===== config.mk =====
export PLATFORM = sky130hd
export DESIGN_NAME = vblank_update_scheduler
export DESIGN_NICKNAME = d
export VERILOG_FILES = /design/src/rtl/vga_timing_pkg.sv /design/src/rtl/vbl_prio_pick.sv /design/src/rtl/vblank_update_scheduler.sv
export SDC_FILE = /design/constraint.sdc
export NUM_CORES = 1
export LEC_CHECK = 0
export BUFFER_PORTS_ARGS = -buffer_cell sky130_fd_sc_hd__buf_2
export CORE_MARGIN = 2
export CORE_UTILIZATION = 45
export CTS_BUF_LIST = sky130_fd_sc_hd__clkbuf_2
export DETAILED_ROUTE_END_ITERATION = 16
export PLACE_DENSITY_LB_ADDON = 0.1
export SETUP_SLACK_MARGIN = 0.4
export SKIP_CTS_REPAIR_TIMING = 1
export SLEW_MARGIN = 30
export SYNTH_ARGS = -nofsm -noshare
export SYNTH_HDL_FRONTEND = slang
export SYNTH_SLANG_ARGS = --single-unit

===== constraint.sdc =====
create_clock -name clk -period 2.8 [get_ports clk]
set_input_delay 0.42 -clock clk [delete_from_list [all_inputs] [get_ports clk]]
set_output_delay 0.42 -clock clk [all_outputs]
set_load 0.005 [all_outputs]

===== src/rtl/vga_timing_pkg.sv =====
// Shared VGA timing constants and the vblank scheduler state encoding.
package vga_timing_pkg;
  localparam int H_DISPLAY = 640;
  localparam int H_MAX     = 799;
  localparam int V_DISPLAY = 480;
  localparam int V_MAX     = 524;

  typedef enum logic [1:0] {IDLE, ARB, GRANT} sched_state_t;
endpackage


===== src/rtl/vbl_prio_pick.sv =====
// Combinational fixed-priority picker: the lowest set index of pending wins.
module vbl_prio_pick #(
  parameter int N = 4,
  parameter int W = 2
) (
  input  logic [N-1:0] pending,
  output logic [N-1:0] onehot,
  output logic [W-1:0] id,
  output logic         any
);
  // Scan from the top so the last hit, the lowest index, is the one that sticks.
  always_comb begin
    onehot = '0;
    id     = '0;
    for (int i = N - 1; i >= 0; i--) begin
      if (pending[i]) begin
        onehot    = '0;
        onehot[i] = 1'b1;
        id        = W'(i);
      end
    end
    any = |pending;
  end
endmodule


===== src/rtl/vblank_update_scheduler.sv =====
// Grants the vblank window to one update requester at a time, lowest index first.
// Define VBL_SCHED_WATCHDOG_EN to revoke outstanding work at the end of vblank.
module vblank_update_scheduler #(
  parameter int N_REQ     = 4,
  parameter int ID_W      = 2,
  parameter int H_MAX     = vga_timing_pkg::H_MAX,
  parameter int V_DISPLAY = vga_timing_pkg::V_DISPLAY,
  parameter int V_MAX     = vga_timing_pkg::V_MAX
) (
  input  logic             clk,
  input  logic             reset,
  input  logic [9:0]       x,
  input  logic [9:0]       y,
  input  logic [N_REQ-1:0] req,
  input  logic [N_REQ-1:0] done,
  output logic [N_REQ-1:0] grant,
  output logic [ID_W-1:0]  grant_id,
  output logic             frame_tick,
  output logic             busy,
  output logic             overrun
);
  import vga_timing_pkg::*;

  sched_state_t     state, state_nxt;
  logic [N_REQ-1:0] pending, pending_nxt, pending_left, grant_nxt, pick_onehot;
  logic [ID_W-1:0]  grant_id_nxt, pick_id;
  logic             pick_any, frame_tick_nxt, overrun_nxt;
  logic             vbl_start, vbl_end, done_hit;

  assign vbl_start = (x == 10'd0) && (y == 10'(V_DISPLAY));
  assign vbl_end   = (x == 10'(H_MAX)) && (y == 10'(V_MAX));
  assign busy      = (state != IDLE);

  // Only a done from the current grant holder counts; everything else is noise.
  assign done_hit     = (state == GRANT) && |(done & grant);
  assign pending_left = done_hit ? (pending & ~grant) : pending;

  vbl_prio_pick #(.N(N_REQ), .W(ID_W)) u_pick (
    .pending (pending),
    .onehot  (pick_onehot),
    .id      (pick_id),
    .any     (pick_any)
  );

  always_comb begin
    state_nxt      = state;
    pending_nxt    = pending_left;
    grant_nxt      = grant;
    grant_id_nxt   = grant_id;
    frame_tick_nxt = vbl_start;
    overrun_nxt    = 1'b0;
    if (vbl_start) pending_nxt = pending_left | req;
    case (state)
      IDLE:  if (vbl_start) state_nxt = ARB;
      ARB: begin
        if (pick_any) begin
          grant_nxt    = pick_onehot;
          grant_id_nxt = pick_id;
          state_nxt    = GRANT;
        end else if (pending_nxt == '0) begin
          state_nxt = IDLE;
        end
      end
      GRANT: begin
        if (done_hit) begin
          grant_nxt    = '0;
          grant_id_nxt = '0;
          state_nxt    = ARB;
        end
      end
      default: state_nxt = IDLE;
    endcase
`ifdef VBL_SCHED_WATCHDOG_EN
    // A done landing on vbl_end is honoured before deciding whether work was lost.
    if (vbl_end && busy) begin
      overrun_nxt  = |pending_left;
      pending_nxt  = '0;
      grant_nxt    = '0;
      grant_id_nxt = '0;
      state_nxt    = IDLE;
    end
`else
    overrun_nxt = vbl_end & 1'b0;
`endif
  end

  always_ff @(posedge clk or posedge reset) begin
    if (reset) begin
      state      <= IDLE;
      pending    <= '0;
      grant      <= '0;
      grant_id   <= '0;
      frame_tick <= 1'b0;
      overrun    <= 1'b0;
    end else begin
      state      <= state_nxt;
      pending    <= pending_nxt;
      grant      <= grant_nxt;
      grant_id   <= grant_id_nxt;
      frame_tick <= frame_tick_nxt;
      overrun    <= overrun_nxt;
    end
  end
endmodule


Yosys cells after proc, flatten, opt, wreduce, memory -nomap -nowiden
Cells that the tools add are included.
- register bits: 13
- input port bits: 30
- output and inout bits: 9
- logic and storage cells: 48
- eq/ne operators: 7
- muxes and demuxes: 21
- bitwise logic cells: 4
- reductions and logical operators: 11
- operators with widths (cell ; number):
    2-to-1 mux 4 bit ; 8
    2-to-1 mux 2 bit ; 10
    equality test 10 x 9 -> 1 bit (second input constant) ; 1
    zero test 10 bit ; 1
    AND 4 bit ; 2
    one-hot mux 4 bit (2 select lines) ; 1
    OR reduction 4 bit ; 2
    != test 2 bit (second input constant) ; 3
    one-hot mux 2 bit (3 select lines) ; 1
    AND reduction 3 bit ; 2
    zero test 4 bit ; 1
    inverter 4 bit ; 1
    OR 4 bit ; 1
    one-hot mux 2 bit (2 select lines) ; 1
    nonzero test 2 bit ; 2
    != test 3 bit (second input constant) ; 1
    equality test 2 x 1 -> 1 bit (second input constant) ; 1
    equality test 2 bit (second input constant) ; 1
    logical AND 1 bit ; 2
    zero test 2 bit ; 1

Logic depth before layout (Yosys ltp)
Gate-level depths: netlist of run 1.
- word-level depth: 10
- depth in mapped cells: 5
- gate-level depth less buffers: 4

Hierarchy
A second synthesis of run 1 with hierarchy kept.
- cell total of the unflattened synthesis: 83
- area total of the unflattened synthesis: 783.3 um2
- by module, submodules not included (module ; instances ; cells each ; area each (um2) ; sequential area each (um2)):
    vblank_update_scheduler ; 1 ; 73 ; 724.4 ; 325.3
    vbl_prio_pick ; 1 ; 10 ; 58.8 ; 0.0

Worst setup path before layout of run 1
Ideal clock, no wire load.
- path type: input to register
- start: input port y[0]
- end: register pending[0]
- library setup time: 0.065 ns
- arrival: 1.517 ns
- data required time: 2.735 ns
- path slack: 1.217 ns
- cell stages on the path: 5
- path buffers: 1
- path through: or4_1 -> nor3_1 -> and3_1 -> buf_6 -> a22o_1
- cells in the longest elaborated chain, start to end: 3
- RTL lines (item ; line ; text):
    start, declared ; vblank_update_scheduler.sv:13 ; input logic [9:0] y,
    equality test 10 x 9 -> 1 bit ; vblank_update_scheduler.sv:30 ; assign vbl_start = (x == 10'd0) && (y == 10'(V_DISPLAY));
    logical AND 1 bit ; vblank_update_scheduler.sv:30 ;
    named net frame_tick_nxt ; vblank_update_scheduler.sv:27 ; logic pick_any, frame_tick_nxt, overrun_nxt;
    2-to-1 mux 4 bit ; vblank_update_scheduler.sv:52 ; if (vbl_start) pending_nxt = pending_left | req;
    named net pending_nxt[0] ; vblank_update_scheduler.sv:25 ; logic [N_REQ-1:0] pending, pending_nxt, pending_left, grant_nxt, pick_onehot;
    end signal, assigned ; vblank_update_scheduler.sv:97 ; pending <= pending_nxt;
    end, declared ; vblank_update_scheduler.sv:25 ;
The timed path passes the listed nets, and every way through them passes these cells.
A chain may end at the register's enable or synchronous reset.

Worst setup path after layout of run 1
- start: register pending[0]
- end: register grant[2]
- cells in the longest elaborated chain, start to end: 3
- elaborated cells between the ends (all ways): 6
- those cells by class: eq/ne (1); mux (3); reduce/logical (2)
- RTL lines (item ; line ; text):
    OR reduction 4 bit / 2-to-1 mux 4 bit (equally long branches) ; vbl_prio_pick.sv:22, vbl_prio_pick.sv:16 ;
    != test 2 bit (no source line) / 2-to-1 mux 4 bit (equally long branches) ; -- ;
    AND reduction 3 bit (no source line) / one-hot mux 4 bit (2 select lines) (equally long branches) ; -- ;
    end signal, assigned ; vblank_update_scheduler.sv:98 ; grant <= grant_nxt;
    end, declared ; vblank_update_scheduler.sv:16 ; output logic [N_REQ-1:0] grant,
Parallel ways exist; a longest one is shown, timed or not. The select of a mux whose other input is x is not followed.

==> results.md, run 1 <==
- Leak: 0.531 nW
- Hold Crit Class: primary input to async pin
- Antenna-violating nets left: 0
- Initial DRC Count: 39
- Die height: 43.9 um
- Critical path class: register to register
- DRC: 0
- Syn nets: 94
- Syn Std Cell Area: 717 sq um
- DP HPWL: 1260 um
- Syn_area_per_cell: 11.2 sq um
- Max Buffers Root-to-Sink: 2
- Vias per cell: 5.59
- Setup crit end kind: register
- Worst hold slack: 0.152 ns
- FILL cells: 128
- TritonCTS Buffers: 3
- Complex-gate fraction of the synthesized area: 18.3%
- Clock skew: 0.00524 ns
- Distinct cells, synth: 33
- Total length of routed met3 wires: 143 um
- Via Count: 665
- Root Buffer: clkbuf_2
- Setup TNS: 0 ns
- Register area: 325 sq um
- Global-route wire length before repair: 2670 um
- Final WL: 1570 um
- XOR/XNOR share of the synthesized area: 0%
- Layout cells sized above 1: 46.6%
- Critical path required time: 2.95 ns
- H-Tree Depth: 1
- RSZ-0062 raised after global routing: no
- Core area: 1510 sq um
- Mux cell area share after synthesis: 4.71%
- Skew-Pair Late Insertion Delay: 0.26 ns
- Max frequency: 0.576 GHz
- Commonest non-fill, non-tap cell in the layout: buf_2
- Met2 WL post-DR: 789 um
- Global Route Usage Sum: 18.5%
- Final Max Tran Viols: 0
- FP Rows: 14
- Commonest cells after routing, fill and taps aside: buf_2, dfrtp_1, nor2_1, a21o_1, clkbuf_2
- Worst-path clk slew: 0.13 ns
- Largest family of logic cells by synthesized area: simple AND/OR/NAND/NOR gates
- Yosys reg bits: 13
- Cells after Synth: 64
- Ys Warns: 0
- PortBufs: 37
- Adder-Cell Fraction of Synth Area: 0%
- M1 wire length: 635 um
- Layout net count: 134
- Crit path time final: 1.74 ns
- Crit-path max FO: 7
- # clock sinks: 13
- Initial core utilization: 47.6%
- Maximum VDD drop: 175 uV
- Die width: 43.9 um
- Synth Area in Simple Gates: 27.4%
- Ant diodes: 0
- Area added between synthesis and finish: 28.8%
- Status: finished, final reports clean
- Crit share post-route: 62.0%
- Routability Congestion: 0.820
- # setup viols final: 0
- Final hold vios: 0
- Vias in the first global route: 636
- Largest net degree at the start of global routing: 14
- Initial antenna violation count: 0
- GR Overflow Total: 0
- Max layer used: met3
- Multi-input gate area in the final layout: 365 sq um
- Seq/Total Area, Yosys: 45.4%
- Die ar.: 1930 sq um
- CP arrival: 1.89 ns
- Routed len/inst: 13.2 um
- Setup slack after layout: 1.06 ns
- Place WS: 1.00 ns
- TritonRoute pass-1 iters: 4
- CTS tree: done
- Pwr dens: 341 nW/um^2
- Max Cap Viol: 0
- Top Ports: 39
- Critical path startpoint category: register
==> state kept, by name, indices dropped and copies added, names as in the netlist <==
signal / cells
grant: 4
frame_tick: 1
grant_id: 2
pending: 4
state: 2
==> where the power goes <==
| group | leakage [nW] | switching (mW) | internal (mW) |
|---|---|---|---|
| Clock | 0.0166 | 0.0594 | 0.0379 |
| Sequential | 0.176 | 0.00000807 | 0.188 |
| Combinational | 0.338 | 0.0128 | 0.0171 |
| Total | 0.531 | 0.0723 | 0.243 |
==> Yosys cell counts (all sizes together) <==
cell type | count | share of area, %
dfrtp | 13 | 45
nor2 | 6 | 4.2
a21o | 5 | 5.2
nor4 | 4 | 5.2
a21oi | 3 | 2.6
mux2 | 3 | 4.7
nand2 | 3 | 1.6
a22o | 2 | 2.4
a22oi | 2 | 2.1
and3 | 2 | 1.7
buf | 2 | 2.6
inv | 2 | 1.0
a21boi | 1 | 1.0
a31o | 1 | 1.2
and4bb | 1 | 1.7
conb | 1 | 0.52
nand2b | 1 | 0.87
nand3 | 1 | 0.70
nand4b | 1 | 3.3
nor2b | 1 | 0.87
nor3 | 1 | 0.70
nor3b | 1 | 1.0
nor4b | 1 | 1.2
o32a | 1 | 1.4
o41ai | 1 | 2.3
or2 | 1 | 0.87
or3 | 1 | 0.87
or4 | 1 | 1.0
or4b | 1 | 1.4
==> worst max-delay path, stage by stage, from the launching register on <==
cell and delay, ns:
dfrtp_1 0.48, o41ai_2 0.44, nor2_1 0.17, nor2_4 0.21
mux2_1 0.33
==> path summary, 6_finish.rpt <==
path,slack (ns),startpoint,depth (start not counted),to
worst max-delay path,1.06,pending[0],4,grant[2]
worst min-delay path,0.15,reset,2,pending[3]
worst max register to register,1.06,pending[0],4,grant[2]
worst min register to register,0.49,grant_id[0],1,grant_id[0]
max in group asynchronous,2.32,reset,2,grant_id[0]
min in group clk,0.38,req[1],2,pending[1]
==> metal layers <==
metal / global-route usage [%] / up-vias
li1: - / 317
met1: 23.7 / 316
met2: 31.8 / 32
met3: 4.17 / 0
met4: 3.64 / 0
met5: 0 / -
==> cell type report <==
cell class,count,area share (%)
Multi-Input combinational cell,47,39.6
Sequential cell,13,35.2
Timing Repair Buffer,37,20.1
Clock buffer,4,2.17
Tap cell,16,2.17
Inverter,2,0.813
==> cells by family (layout without fill, tap and decap cells) <==
group,after synthesis,count (layout)
mux,3,3
other cells,1,1
compound gates,16,16
buf+inv,4,43
flops,13,13
simple gates,27,27
==> stage by stage <==
step                util (%)  instances  instance area, sq um  power (mW)
finish                  61.3        119                   923       0.315
CTS                     61.3        119                   923       0.317
detailed placement      60.0        115                   903       0.222
global route            61.3        119                   923       0.331
global placement        60.0        115                   903       0.221
floorplan                  -         64                   717       0.199
(Power assumes the default switching activity.)
==> run 2: changes to the inputs <==
- CORE_UTILIZATION: 45 -> 41
- clock period: 2.8 -> 1.55 ns (I/O delays scaled with it)
==> results.md, run 2 (same netlist as run 1, synthesis figures left out) <==
- Global Route Usage Sum: 20.9%
- # setup viols final: 0
- Ant diodes: 0
- Net Sw Frac: 24.5%
- Die height: 45.8 um
- Antenna-violating nets left: 0
- Final WL: 1910 um
- FILL cells: 137
- Leak: 0.639 nW
- Die ar.: 2100 sq um
- Layout net count: 153
- Reg-to-reg slack, setup: 0.05 ns
- Setup crit end kind: register
- Worst r2r dst: grant[2]
- Crit-path max FO: 4
- Initial core utilization: 42.4%
- Layout cells sized above 1: 63.9%
- Core area: 1690 sq um
- Vias per cell: 5.23
- GR Overflow Total: 0
- Place WS: -0.0353 ns
- PortBufs: 37
- Largest net degree at the start of global routing: 14
- Skew-Pair Late Insertion Delay: 0.28 ns
- Multi-input gate area in the final layout: 444 sq um
- Seq pwr share: 57.9%
- Max frequency: 0.666 GHz
- RSZ-0062 raised after global routing: yes
- Root Buffer: clkbuf_2
- Final core occ: 71.5%
- Slew HR: 65.8%
- # clock sinks: 13
- CP max stage cell: dfrtp_1
- Hold Startpoint: req[1]
- DP HPWL: 1430 um
- FP Rows: 15
- Fin area: 1210 sq um
- Critical path startpoint category: register
- Routability Congestion: 0.794
- Total Power: 0.586 mW
- Hold Crit Depth: 2
- Worst-path clk slew: 0.13 ns
- Maximum VDD drop: 316 uV
- Biggest regs: grant (4), pending (4)
- TritonCTS Buffers: 3
- DRC: 0
- Final hold vios: 0
- Commonest non-fill, non-tap cell in the layout: buf_2
- Pwr dens: 485 nW/um^2
- Initial antenna violation count: 0
- NetSw: 0.143 mW
- Clock network fraction of total power: 31.6%
- Hold Crit Class: primary input to register
- Final Max Tran Viols: 0
- Reg2reg start: pending[3]
- Area added between synthesis and finish: 68.4%
- Status: finished, final reports clean
- Worst Reg2Reg Path Length in Cells: 4
- CP peak stage delay: 0.44 ns
- Critical path class: register to register
- Register area: 327 sq um
- Commonest cells after routing, fill and taps aside: buf_2, dfrtp_1, buf_6
- Initial DRC Count: 6
- Routed len/inst: 13.8 um
- Worst slew pin tran: 0.513 ns
- Setup slack after layout: 0.0493 ns
- Critical path required time: 1.73 ns
- Crit path time final: 1.50 ns
- Crit share post-route: 96.8%
- Global-route wire length before repair: 3100 um
- Top Ports: 39
- Vias in the first global route: 720
- H-Tree Depth: 1
- Max Cap Viol: 0
- CP Cell Sequence: o41ai_4 > nor2_2 > nor2_4 > mux2_1
- CTS tree: done
- CP arrival: 1.68 ns
- Max Buffers Root-to-Sink: 2
- Post-Place Cell Area: 1030 sq um
- TritonRoute pass-1 iters: 4
- Hold path endpoint: pending[1]
- Part of the power in combinational logic: 10.5%
- Via Count: 727
- Die width: 45.8 um
- Clock skew: 0.00237 ns
- Int Power: 0.442 mW
[run 2: layer usage]
layer,vias to the layer above,part of all wire [%],GRT usage [%]
met5,-,0,0
met4,0,0.89,5.14
li1,357,-,-
met1,341,43,26.3
met3,4,6.0,7.14
met2,25,50,34.4
[run 2: layout make-up]
| type | instances | area share (%) |
|---|---|---|
| clock buffers | 4 | 1.66 |
| inverters | 2 | 0.622 |
| multi-input cells | 47 | 36.8 |
| flip-flops and latches | 13 | 27.0 |
| well taps | 17 | 1.76 |
| repair buffers | 56 | 32.1 |
[run 2: how the worst max path moves through the flow]
stage,cells past startpoint,startpoint,end
5_1_grt,7,grant[2],grant[1]
3_3_place_gp,5,x[1],pending[3]
6_report,4,pending[3],grant[2]
4_1_cts,4,grant[0],grant_id[1]
3_5_place_dp,5,x[1],pending[3]
2_1_floorplan,4,pending[3],grant[2]
[run 2: power by group through the flow]
| stage | Clock (mW) | Sequential [mW] | Combinational, mW |
|---|---|---|---|
| 3_3_place_gp | 0 | 0.346 | 0.0533 |
| 6_report | 0.185 | 0.339 | 0.0618 |
| 5_1_grt | 0.206 | 0.339 | 0.0695 |
| 2_1_floorplan | 0 | 0.346 | 0.0143 |
| 3_5_place_dp | 0 | 0.346 | 0.0552 |
| 4_1_cts | 0.189 | 0.339 | 0.0552 |
[run 2: critical path, delay by kind of cell, from the launching register on]
| family | cells | cell delay [ns] |
|---|---|---|
| and+or+nand+nor | 2 | 0.25 |
| AOI/OAI and AO/OA | 1 | 0.39 |
| DFF | 1 | 0.44 |
| muxes | 1 | 0.33 |
[run 2: through the flow]
| stage | instances | setup TNS (ns) | hold slack [ns] |
|---|---|---|---|
| after floorplan | 64 | 0 | 0.109 |
| after CTS | 132 | 0 | -0.0438 |
| after global routing | 139 | -0.0197 | 0.172 |
| after global placement | 128 | 0 | 0.276 |
| final | 139 | 0 | 0.176 |
| after detailed placement | 128 | -0.0743 | 0.286 |
